<file path="config.mk">
export PLATFORM = sky130hd
export DESIGN_NAME = serial_subtractor
export DESIGN_NICKNAME = d
export VERILOG_FILES = /design/src/rtl/serial_subtractor.sv
export SDC_FILE = /design/constraint.sdc
export NUM_CORES = 1
export LEC_CHECK = 0
export CORE_MARGIN = 4
export CORE_UTILIZATION = 41
export DETAILED_ROUTE_END_ITERATION = 8
export GPL_TIMING_DRIVEN = 0
export PLACE_DENSITY_LB_ADDON = 0.25
export SYNTH_ARGS = -nofsm -noshare
export SYNTH_HDL_FRONTEND = slang
export SYNTH_SLANG_ARGS = --single-unit
</file>
<file path="constraint.sdc">
create_clock -name clk -period 4.4 [get_ports clk]
set_input_delay 0.88 -clock clk [delete_from_list [all_inputs] [get_ports clk]]
set_output_delay 0.88 -clock clk [all_outputs]
set_load 0.05 [all_outputs]
</file>
<file path="src/rtl/serial_subtractor.sv">
// serial_subtractor: bit-serial A - B, LSB first, one bit per clock.
// A start/busy/done handshake sequences each operation; Diff and Borrow
// update only on the completion edge and hold until the next one.
// Optional feature: define SERIAL_SUB_OVF_EN to add the Overflow output
// (signed two's-complement overflow of the subtraction).
module serial_subtractor #(
  parameter int WIDTH = 8
) (
  input  logic             clk,
  input  logic             rst,
  input  logic             start,
  input  logic [WIDTH-1:0] A,
  input  logic [WIDTH-1:0] B,
  output logic             busy,
  output logic             done,
  output logic [WIDTH-1:0] Diff,
  output logic             Borrow
`ifdef SERIAL_SUB_OVF_EN
  ,
  output logic             Overflow
`endif
);

  localparam int CW = (WIDTH > 2) ? $clog2(WIDTH) : 1;
  localparam logic [CW-1:0] LAST_CNT = CW'(WIDTH - 1);

  typedef enum logic [1:0] {
    IDLE  = 2'd0,
    SHIFT = 2'd1,
    DONE  = 2'd2
  } state_t;

  // One-bit full subtract: returns {borrow_out, difference}.
  function automatic logic [1:0] sub_bit(input logic a, input logic b, input logic bin);
    logic d;
    logic bout;
    d    = a ^ b ^ bin;
    bout = (~a & b) | (~(a ^ b) & bin);
    return {bout, d};
  endfunction

  state_t           state_r;
  state_t           state_next_s;
  logic [WIDTH-1:0] a_sh_r;
  logic [WIDTH-1:0] b_sh_r;
  logic [WIDTH-1:0] res_r;
  logic             borrow_r;
  logic [CW-1:0]    count_r;
  logic             last_bit_s;
  logic [1:0]       bit_res_s;
`ifdef SERIAL_SUB_OVF_EN
  logic             a_msb_r;
  logic             b_msb_r;
`endif

  // Bit-slice subtract on the current LSBs and the stored borrow.
  always_comb begin
    bit_res_s = sub_bit(a_sh_r[0], b_sh_r[0], borrow_r);
  end

  // Next-state decode; the final bit is flagged when the counter hits WIDTH-1.
  always_comb begin
    state_next_s = state_r;
    last_bit_s   = 1'b0;
    case (state_r)
      IDLE: begin
        if (start) begin
          state_next_s = SHIFT;
        end else begin
          state_next_s = IDLE;
        end
      end
      SHIFT: begin
        if (count_r == LAST_CNT) begin
          last_bit_s   = 1'b1;
          state_next_s = DONE;
        end else begin
          state_next_s = SHIFT;
        end
      end
      DONE: begin
        state_next_s = IDLE;
      end
      default: begin
        state_next_s = IDLE;
      end
    endcase
  end

  // State register.
  always_ff @(posedge clk or posedge rst) begin
    if (rst) begin
      state_r <= IDLE;
    end else begin
      state_r <= state_next_s;
    end
  end

  // Handshake outputs as registered decodes of the upcoming state.
  always_ff @(posedge clk or posedge rst) begin
    if (rst) begin
      busy <= 1'b0;
      done <= 1'b0;
    end else begin
      busy <= (state_next_s == SHIFT);
      done <= (state_next_s == DONE);
    end
  end

  // Operand capture, serial shifting and publication of the final result.
  always_ff @(posedge clk or posedge rst) begin
    if (rst) begin
      a_sh_r   <= {WIDTH{1'b0}};
      b_sh_r   <= {WIDTH{1'b0}};
      res_r    <= {WIDTH{1'b0}};
      borrow_r <= 1'b0;
      count_r  <= {CW{1'b0}};
      Diff     <= {WIDTH{1'b0}};
      Borrow   <= 1'b0;
`ifdef SERIAL_SUB_OVF_EN
      a_msb_r  <= 1'b0;
      b_msb_r  <= 1'b0;
      Overflow <= 1'b0;
`endif
    end else begin
      case (state_r)
        IDLE: begin
          if (start) begin
            a_sh_r   <= A;
            b_sh_r   <= B;
            res_r    <= {WIDTH{1'b0}};
            borrow_r <= 1'b0;
            count_r  <= {CW{1'b0}};
`ifdef SERIAL_SUB_OVF_EN
            a_msb_r  <= A[WIDTH-1];
            b_msb_r  <= B[WIDTH-1];
`endif
          end
        end
        SHIFT: begin
          a_sh_r   <= {1'b0, a_sh_r[WIDTH-1:1]};
          b_sh_r   <= {1'b0, b_sh_r[WIDTH-1:1]};
          res_r    <= {bit_res_s[0], res_r[WIDTH-1:1]};
          borrow_r <= bit_res_s[1];
          count_r  <= count_r + CW'(1);
          if (last_bit_s) begin
            Diff   <= {bit_res_s[0], res_r[WIDTH-1:1]};
            Borrow <= bit_res_s[1];
`ifdef SERIAL_SUB_OVF_EN
            // The bit produced on this edge is the result MSB.
            Overflow <= (a_msb_r != b_msb_r) && (bit_res_s[0] != a_msb_r);
`endif
          end
        end
        default: begin
        end
      endcase
    end
  end

endmodule
</file>
### Word-level counts from Yosys, hierarchy flattened

Cells that the tools add are included.

| operators by class | value |
|---|---|
| add/subtract/negate cells | 1 |
| eq/ne operators | 5 |
| multiplexer cells | 15 |
| bitwise logic cells | 7 |
| reduce and logical (&&, ||, !) cells | 4 |

Operators by type and width:

| operator | number |
|---|---|
| $pmux W8 S2 | 3 |
| $mux W8 | 3 |
| $pmux W3 S2 | 1 |
| $eq A2 B1 Y1 const B | 2 |
| $mux W1 | 4 |
| $pmux W2 S2 | 1 |
| $reduce_and A2 Y1 | 2 |
| $add A3 B1 Y3 const B | 1 |
| $eq A3 B3 Y1 const B | 1 |
| $mux W3 | 1 |
| $and A1 B1 Y1 | 2 |
| $eq A2 B2 Y1 const B | 1 |
| $logic_not A2 Y1 | 1 |
| $mux W2 | 1 |
| $ne A2 B2 Y1 const B | 1 |
| $not A1 Y1 | 2 |
| $pmux W1 S2 | 1 |
| $reduce_bool A2 Y1 | 1 |
| $xor A1 B1 Y1 | 2 |
| $or A1 B1 Y1 | 1 |

| word-level totals | value |
|---|---|
| flip-flop bits (word level) | 41 |
| bits of input ports | 19 |
| output and inout bits | 11 |
| word-level logic and storage cells | 42 |

### Logic depth before layout (Yosys ltp)

Gate-level depths: netlist (run 1).

| depth | value |
|---|---|
| depth after elaboration | 5 |
| mapped depth | 5 |
| depth with buffers taken out | 4 |

### Worst setup path after synthesis (run 1)

Ideal clock, no wire load.

| path | value |
|---|---|
| path kind | input -> register |
| start point | in start |
| end point | reg a_sh_r[0] |
| setup time | 0.137 ns |
| data arrival time | 1.349 ns |
| required time | 4.263 ns |
| setup slack | 2.913 ns |
| stages on the path | 3 |
| buffers on the path | 1 |
| cells stage by stage | clkbuf_1 > nor4b_1 > a221oi_1 |

| between the ends | value |
|---|---|
| word-level cells in the longest chain between the ends | 2 |

RTL lines:

| element | line | RTL |
|---|---|---|
| start: declaration | 11 | `input logic start,` |
| $ne A2 B2 Y1 (no line) | n/a |  |
| $reduce_and A2 Y1 (no line) | n/a |  |
| end signal: assignment | 113 | `a_sh_r <= {WIDTH{1'b0}};` |
| end signal: assignment | 141 | `a_sh_r <= {1'b0, a_sh_r[WIDTH-1:1]};` |
| end: declaration | 44 | `logic [WIDTH-1:0] a_sh_r;` |

No other way between the ends.
A chain may end at the register's enable or synchronous reset.

### Worst setup path after layout (run 1)

| path | value |
|---|---|
| start point | reg Borrow |
| end point | out Borrow |

RTL lines:

| element | line | RTL |
|---|---|---|
| start: declaration | 17 | `output logic Borrow` |
| start signal: assignment | 148 | `Borrow <= bit_res_s[1];` |

No word-level cell between the ends.

==> results of run 1 <==
path summary, 6_finish.rpt:
path / cells past startpoint / slack [ns] / to
max reg2reg: 5 / 2.90 / Diff[5]
max: 1 / 2.07 / Borrow
min in group asynchronous: 2 / 1.07 / b_sh_r[0]
min: 1 / 0.51 / res_r[1]
min reg2reg: 1 / 0.51 / res_r[1]
max in group asynchronous: 2 / 2.80 / state_r[0]
through the flow:
stage / power [W] / cell area, um2
after floorplan: 0.00121 / 1850
after global placement: 0.00140 / 2200
after detailed placement: 0.00143 / 2200
after CTS: 0.00173 / 2310
after global routing: 0.00183 / 2310
final: 0.00170 / 2310
kinds of logic (layout without fill, tap and decap cells):
kind of cell	count (synthesis)	after routing	share of synthesized area
AOI/OAI and AO/OA	29	29	0.140
DFF	40	40	0.541
adders and majority gates	3	3	0.0244
muxes	10	10	0.0771
buffers and inverters	30	67	0.0954
and+or+nand+nor	30	30	0.122
routing by layer:
layer  track usage  vias to the layer above
met1         0.201                      611
li1              -                      587
met5             0                        -
met3        0.0427                        0
met4        0.0524                        0
met2         0.226                       47
power groups by stage:
stage          Sequential [W]  Clock, W  Combinational, W
6_report             0.000628  0.000292          0.000783
5_1_grt              0.000647  0.000317          0.000863
4_1_cts              0.000630  0.000301          0.000794
3_5_place_dp         0.000636         0          0.000792
3_3_place_gp         0.000626         0          0.000770
2_1_floorplan        0.000766         0          0.000443
sequential cells by signal, summed over array words and instances (netlist names):
signal	flops
busy	1
state_r	2
Diff	8
done	1
a_sh_r	8
Borrow	1
b_sh_r	8
count_r	3
borrow_r	1
res_r	7
synth_stat cells (3+ instances only):
master    instances
a22o_1           12
dfrtp_1          40
nor3b_1           3
mux2_4            8
buf_6             5
nor2_1            8
a221oi_1         10
inv_1            19
a211oi_1          3
nor4b_1          13
area by class of cell:
type	count	area [um2]	area share
inverters	19	71.3	0.0308
clock inverters	2	35.0	0.0152
multi-input cells	72	672	0.291
clock buffers	6	72.6	0.0314
plain buffers	11	105	0.0455
well taps	52	65.1	0.0281
repair buffers	29	290	0.126
flip-flops and latches	40	1000	0.433
placed cells by master, fill, tap and decap left out:
master and n:
bufinv_16 1, nor4b_1 13, nor3b_2 1, a221oi_2 1, a221oi_1 10, clkinv_2 1, inv_1 18, and2b_1 1
buf_12 1, clkbuf_8 5, nor3b_1 3, a21oi_1 2, clkdlybuf4s50_1 29, o21bai_4 1, mux2_2 2, nand3b_2 1
clkbuf_1 2, nor2_1 8, nand2b_1 2, a211oi_1 3, buf_2 2, mux2_4 8, inv_2 1, ha_1 2
buf_6 5, buf_4 2, dfrtp_1 40, fa_1 1, nor4b_2 1, a22o_1 12
==> flow_summary.toml, run 1 <==
[outcome]
status = "completed"

[timing]
setup_viol = 0
holdWs_ns = 0.508
fin_crit_sh = 0.529
hold_viol_final = 0
fin_crit_ns = 2.33
tns_ns = 0
worst_pin_slew_ns = 0.827
rsz0062_at_grt = "no"
finalMaxSlewViolations = 0
maxSlewHeadroom = 0.448
finalWorstSetupSlack_ns = 2.07
timing.fmax_ghz = 0.430
clock_skew_ns = 0.00797

[critical_path]
cp.required_ns = 3.52
critical-path-max-stage-delay_ns = 0.81
crit_family = "buffers and inverters"
crit_path_end_kind = "output pin"
path_buf_inv = 1
cp-start-kind = "flip-flop"
path_cells = "clkdlybuf4s50_1"
crit_path_top_delay_cell = "clkdlybuf4s50_1"
worstPathMaxFanout = 2
cp.arrival_ns = 1.45
crit_start = "Borrow"
critPathKind = "reg2out"
r2r-start = "count_r[0]"

[routing]
wl_um = 3620
dr.pass1.iters = 4
wl_met1_um = 1610
drt_iter0_drc = 63
dr_wl_met3_um = 206
routedWlPerCell_um = 15.7
ant_nets = 0
via_count = 1245
highest-signal-layer = "met3"
met2WireLength_um = 1800
remaining_drc_errors = 0
drt-vias-per-instance = 5.39

[pwr]
leakagePower_nw = 1.06
powerDensity_nw_per_um2 = 736
seq_power_share = 0.369
power_switching_w = 0.000634
combinationalPowerShare = 0.460
swShare = 0.373
peakVddDrop_mv = 0.219
clkPwrFrac = 0.171
p_int_w = 0.00107

[clocking]
cts_made_buffers = 5
htree_levels = 2
cts_tree = "built"
cts.path.max_buffers = 2
insertion_delay_ns = 0.29
cts_setup_buffers = 0
post_cts_resized = 0
clk_pin_slew_worst_paths_ns = 0.08
cts_root_buffer = "clkbuf_8"
ctsHoldBuffers = 0
cts.sinks = 40

[yosys]
async_reset_ff_frac = 1.00
synth_area_leaders = "dfrtp_1, mux2_4, nor4b_1, a22o_1, a221oi_1"
ys_warn_count = 0
netlist_area_um2 = 1850
synth-seq-cells = 40
yosys.cell_types.count = 25
synth.largest_area_cell = "dfrtp_1"
synth_top_area_frac = 0.541
ys_seq_area_frac = 0.541
netlist_instances = 142
synth_edf_count = 0
synth_ff_type = "dfrtp_1"
syn_nets = 164
syn_avg_cell_area_um2 = 13.0

[placed_design]
dp_hpwl_um = 2520
dp_worst_setup_slack_ns = 2.00
port_buffers = 29
routabilityCongestion = 0.815
dpl.cell_count = 223

[die]
fp.dieW_um = 75.2
initial_utilization = 0.425
design.die.area_um2 = 5650
rows = 24
core_um2 = 4350
die_h_um = 75.2
io_pins = 30

[grt]
antenna_found_initial = 0
first_global_vias = 1263
grt_max_degree = 41
grt_use_total = 0.148
grt_pass1_wl_um = 6260
grt_overflow = 0

[final_layout]
diodes = 0
area_growth_pct = 25.0
drive_gt1_frac = 0.184
final_util = 0.531
final_nets = 200
fillers = 356
instances_no_fill = 231

[worst_hold_path]
hp-class = "reg2reg"
min_from = "res_r[1]"

[flow_run]
maxCapViolCount = 0
Power figures use the tool's default switching activity.
==> inputs of run 2 (changes only) <==
- clock period: 4.4 -> 2.4 ns (I/O delays scaled with it)
==> results of run 2 <==
Same layout as run 1 (identical final DEF). Status: completed.
Among the figures that moved: setup slack after placement 2.00 ns -> 0.403 ns; setup slack after layout 2.07 ns -> 0.474 ns; register-to-register setup slack 2.90 ns -> 0.90 ns; total power 0.00170 W -> 0.00312 W; worst IR drop on VDD 0.219 mV -> 0.401 mV
==> inputs of run 3 (changes only) <==
- clock period: 2.4 -> 1.75 ns (I/O delays scaled with it)
==> run 3 against run 2 <==
  * First-iteration DRC count unchanged
  * Flip-flop and latch count unchanged
  * Hold slack about the same
  * Clock skew about the same
  * Largest cell class unchanged
  * Total power increased by 35%
  * Clock power increased by 37%
  * Clock-buffer cell count unchanged
  * Sequential power increased by 37%
  * Critical path type is now in2reg
  * Setup slack got worse by 0.30 ns
  * Critical path depth increased by 3
==> flow_summary.toml, run 3 (synthesized netlist as in run 1, its figures left out) <==
[routing]
routedWlPerCell_um = 15.7
dr.pass1.iters = 4
wl_um = 3620
drt-vias-per-instance = 5.40
via_count = 1248
remaining_drc_errors = 0
drt_iter0_drc = 63
ant_nets = 0

[final_layout]
drive_gt1_frac = 0.184
area_growth_pct = 24.3
final_nets = 200
final_util = 0.528
fillers = 361
layout_top_registers = "Diff (8), a_sh_r (8), b_sh_r (8)"
finish.instance_area_um2 = 2300
diodes = 0
multi_input_area_um2 = 672
most-common-layout-cells = "dfrtp_1, inv_1, clkdlybuf4s50_1, nor4b_1, a22o_1"
final_common_cell = "dfrtp_1"
ff_latch_area_um2 = 1000

[timing]
worst_pin_slew_ns = 0.827
fin_crit_ns = 1.57
setup_viol = 0
timing.fmax_ghz = 0.636
clock_skew_ns = 0.00754
tns_ns = 0
fin_crit_sh = 0.898
finalMaxSlewViolations = 0
rsz0062_at_grt = "no"
hold_viol_final = 0
maxSlewHeadroom = 0.448

[critical_path]
critPathKind = "in2reg"
cp-start-kind = "primary input"
worstPathMaxFanout = 10
crit_path_end_kind = "flip-flop"
cp.arrival_ns = 1.73
cp.required_ns = 1.91

[grt]
first_global_vias = 1262
antenna_found_initial = 0
grt_pass1_wl_um = 6240
grt_overflow = 0
grt_max_degree = 41
grt_use_total = 0.148

[clocking]
clk_pin_slew_worst_paths_ns = 0.08
htree_levels = 2
cts_root_buffer = "clkbuf_8"
cts.path.max_buffers = 2
cts_made_buffers = 5
insertion_delay_ns = 0.29
cts_tree = "built"
cts.sinks = 40
ctsHoldBuffers = 0

[die]
die_h_um = 75.2
design.die.area_um2 = 5650
io_pins = 30
rows = 24
fp.dieW_um = 75.2
initial_utilization = 0.425
core_um2 = 4350

[worst_hold_path]
hp-class = "reg2reg"

[pwr]
leakagePower_nw = 1.09
peakVddDrop_mv = 0.546
powerDensity_nw_per_um2 = 1830

[flow_run]
maxCapViolCount = 0

[placed_design]
port_buffers = 29
dp_hpwl_um = 2520
placed_area_um2 = 2200
routabilityCongestion = 0.815

[outcome]
status = "completed"
## run 3: cell types whose count changed in the layout (fill, tap and decap cells not counted), sizes merged
cell           before  now
clkdlybuf4s50      29   18
dlygate4sd2         0   11
## run 3: metal layers
metal	share of wire	track usage	routed length, um	vias to the layer above
met4	0	0.0524	0	0
li1	-	-	-	587
met1	0.44	0.200	1610	615
met3	0.058	0.0427	209	0
met2	0.50	0.226	1800	46
met5	0	0	0	-
## run 3: timing repair
action,CTS,global route
setup buffers,0,0
endpoints found under the setup margin,11,0
resized for setup,11,0
## run 3: power by group
group          switching, W  internal (W)  leakage, nW
combinational       0.00104      0.000847        0.545
sequential         0.000236       0.00134        0.489
clock              0.000311      0.000423       0.0552
total               0.00159       0.00261         1.09
## run 3: worst paths after layout
check	start	end	slack [ns]	cells after the start
worst max-delay path	start	b_sh_r[2]	0.18	4
worst min-delay path	res_r[1]	res_r[1]	0.51	1
worst max register to register	count_r[0]	Diff[5]	0.25	5
worst min register to register	res_r[1]	res_r[1]	0.51	1
max in group asynchronous	rst	state_r[0]	0.68	2
min in group asynchronous	rst	b_sh_r[0]	0.54	2
## run 3: cell type report
cell class,instances,share of cell area
well taps,52,0.0283
clock buffers,6,0.0316
repair buffers,29,0.120
flip-flops and latches,40,0.435
inverters,19,0.0310
plain buffers,11,0.0457
multi-input cells,72,0.292
clock inverters,2,0.0152
## run 3: through the flow
stage | power, W | hold slack, ns | worst slack (ns) | cells
global route | 0.00451 | 0.519 | 0.0429 | 231
finish | 0.00420 | 0.508 | 0.178 | 231
detailed placement | 0.00359 | 0.490 | -0.117 | 223
floorplan | 0.00304 | 0.466 | 0.336 | 142
CTS | 0.00426 | 0.511 | 0.190 | 231
global placement | 0.00351 | 0.483 | -0.350 | 223
## run 3: critical path: stages
cell and delay [ns]:
clkdlybuf4s50_1 0.64, clkbuf_1 0.34, nor4b_1 0.31, a221oi_1 0.09
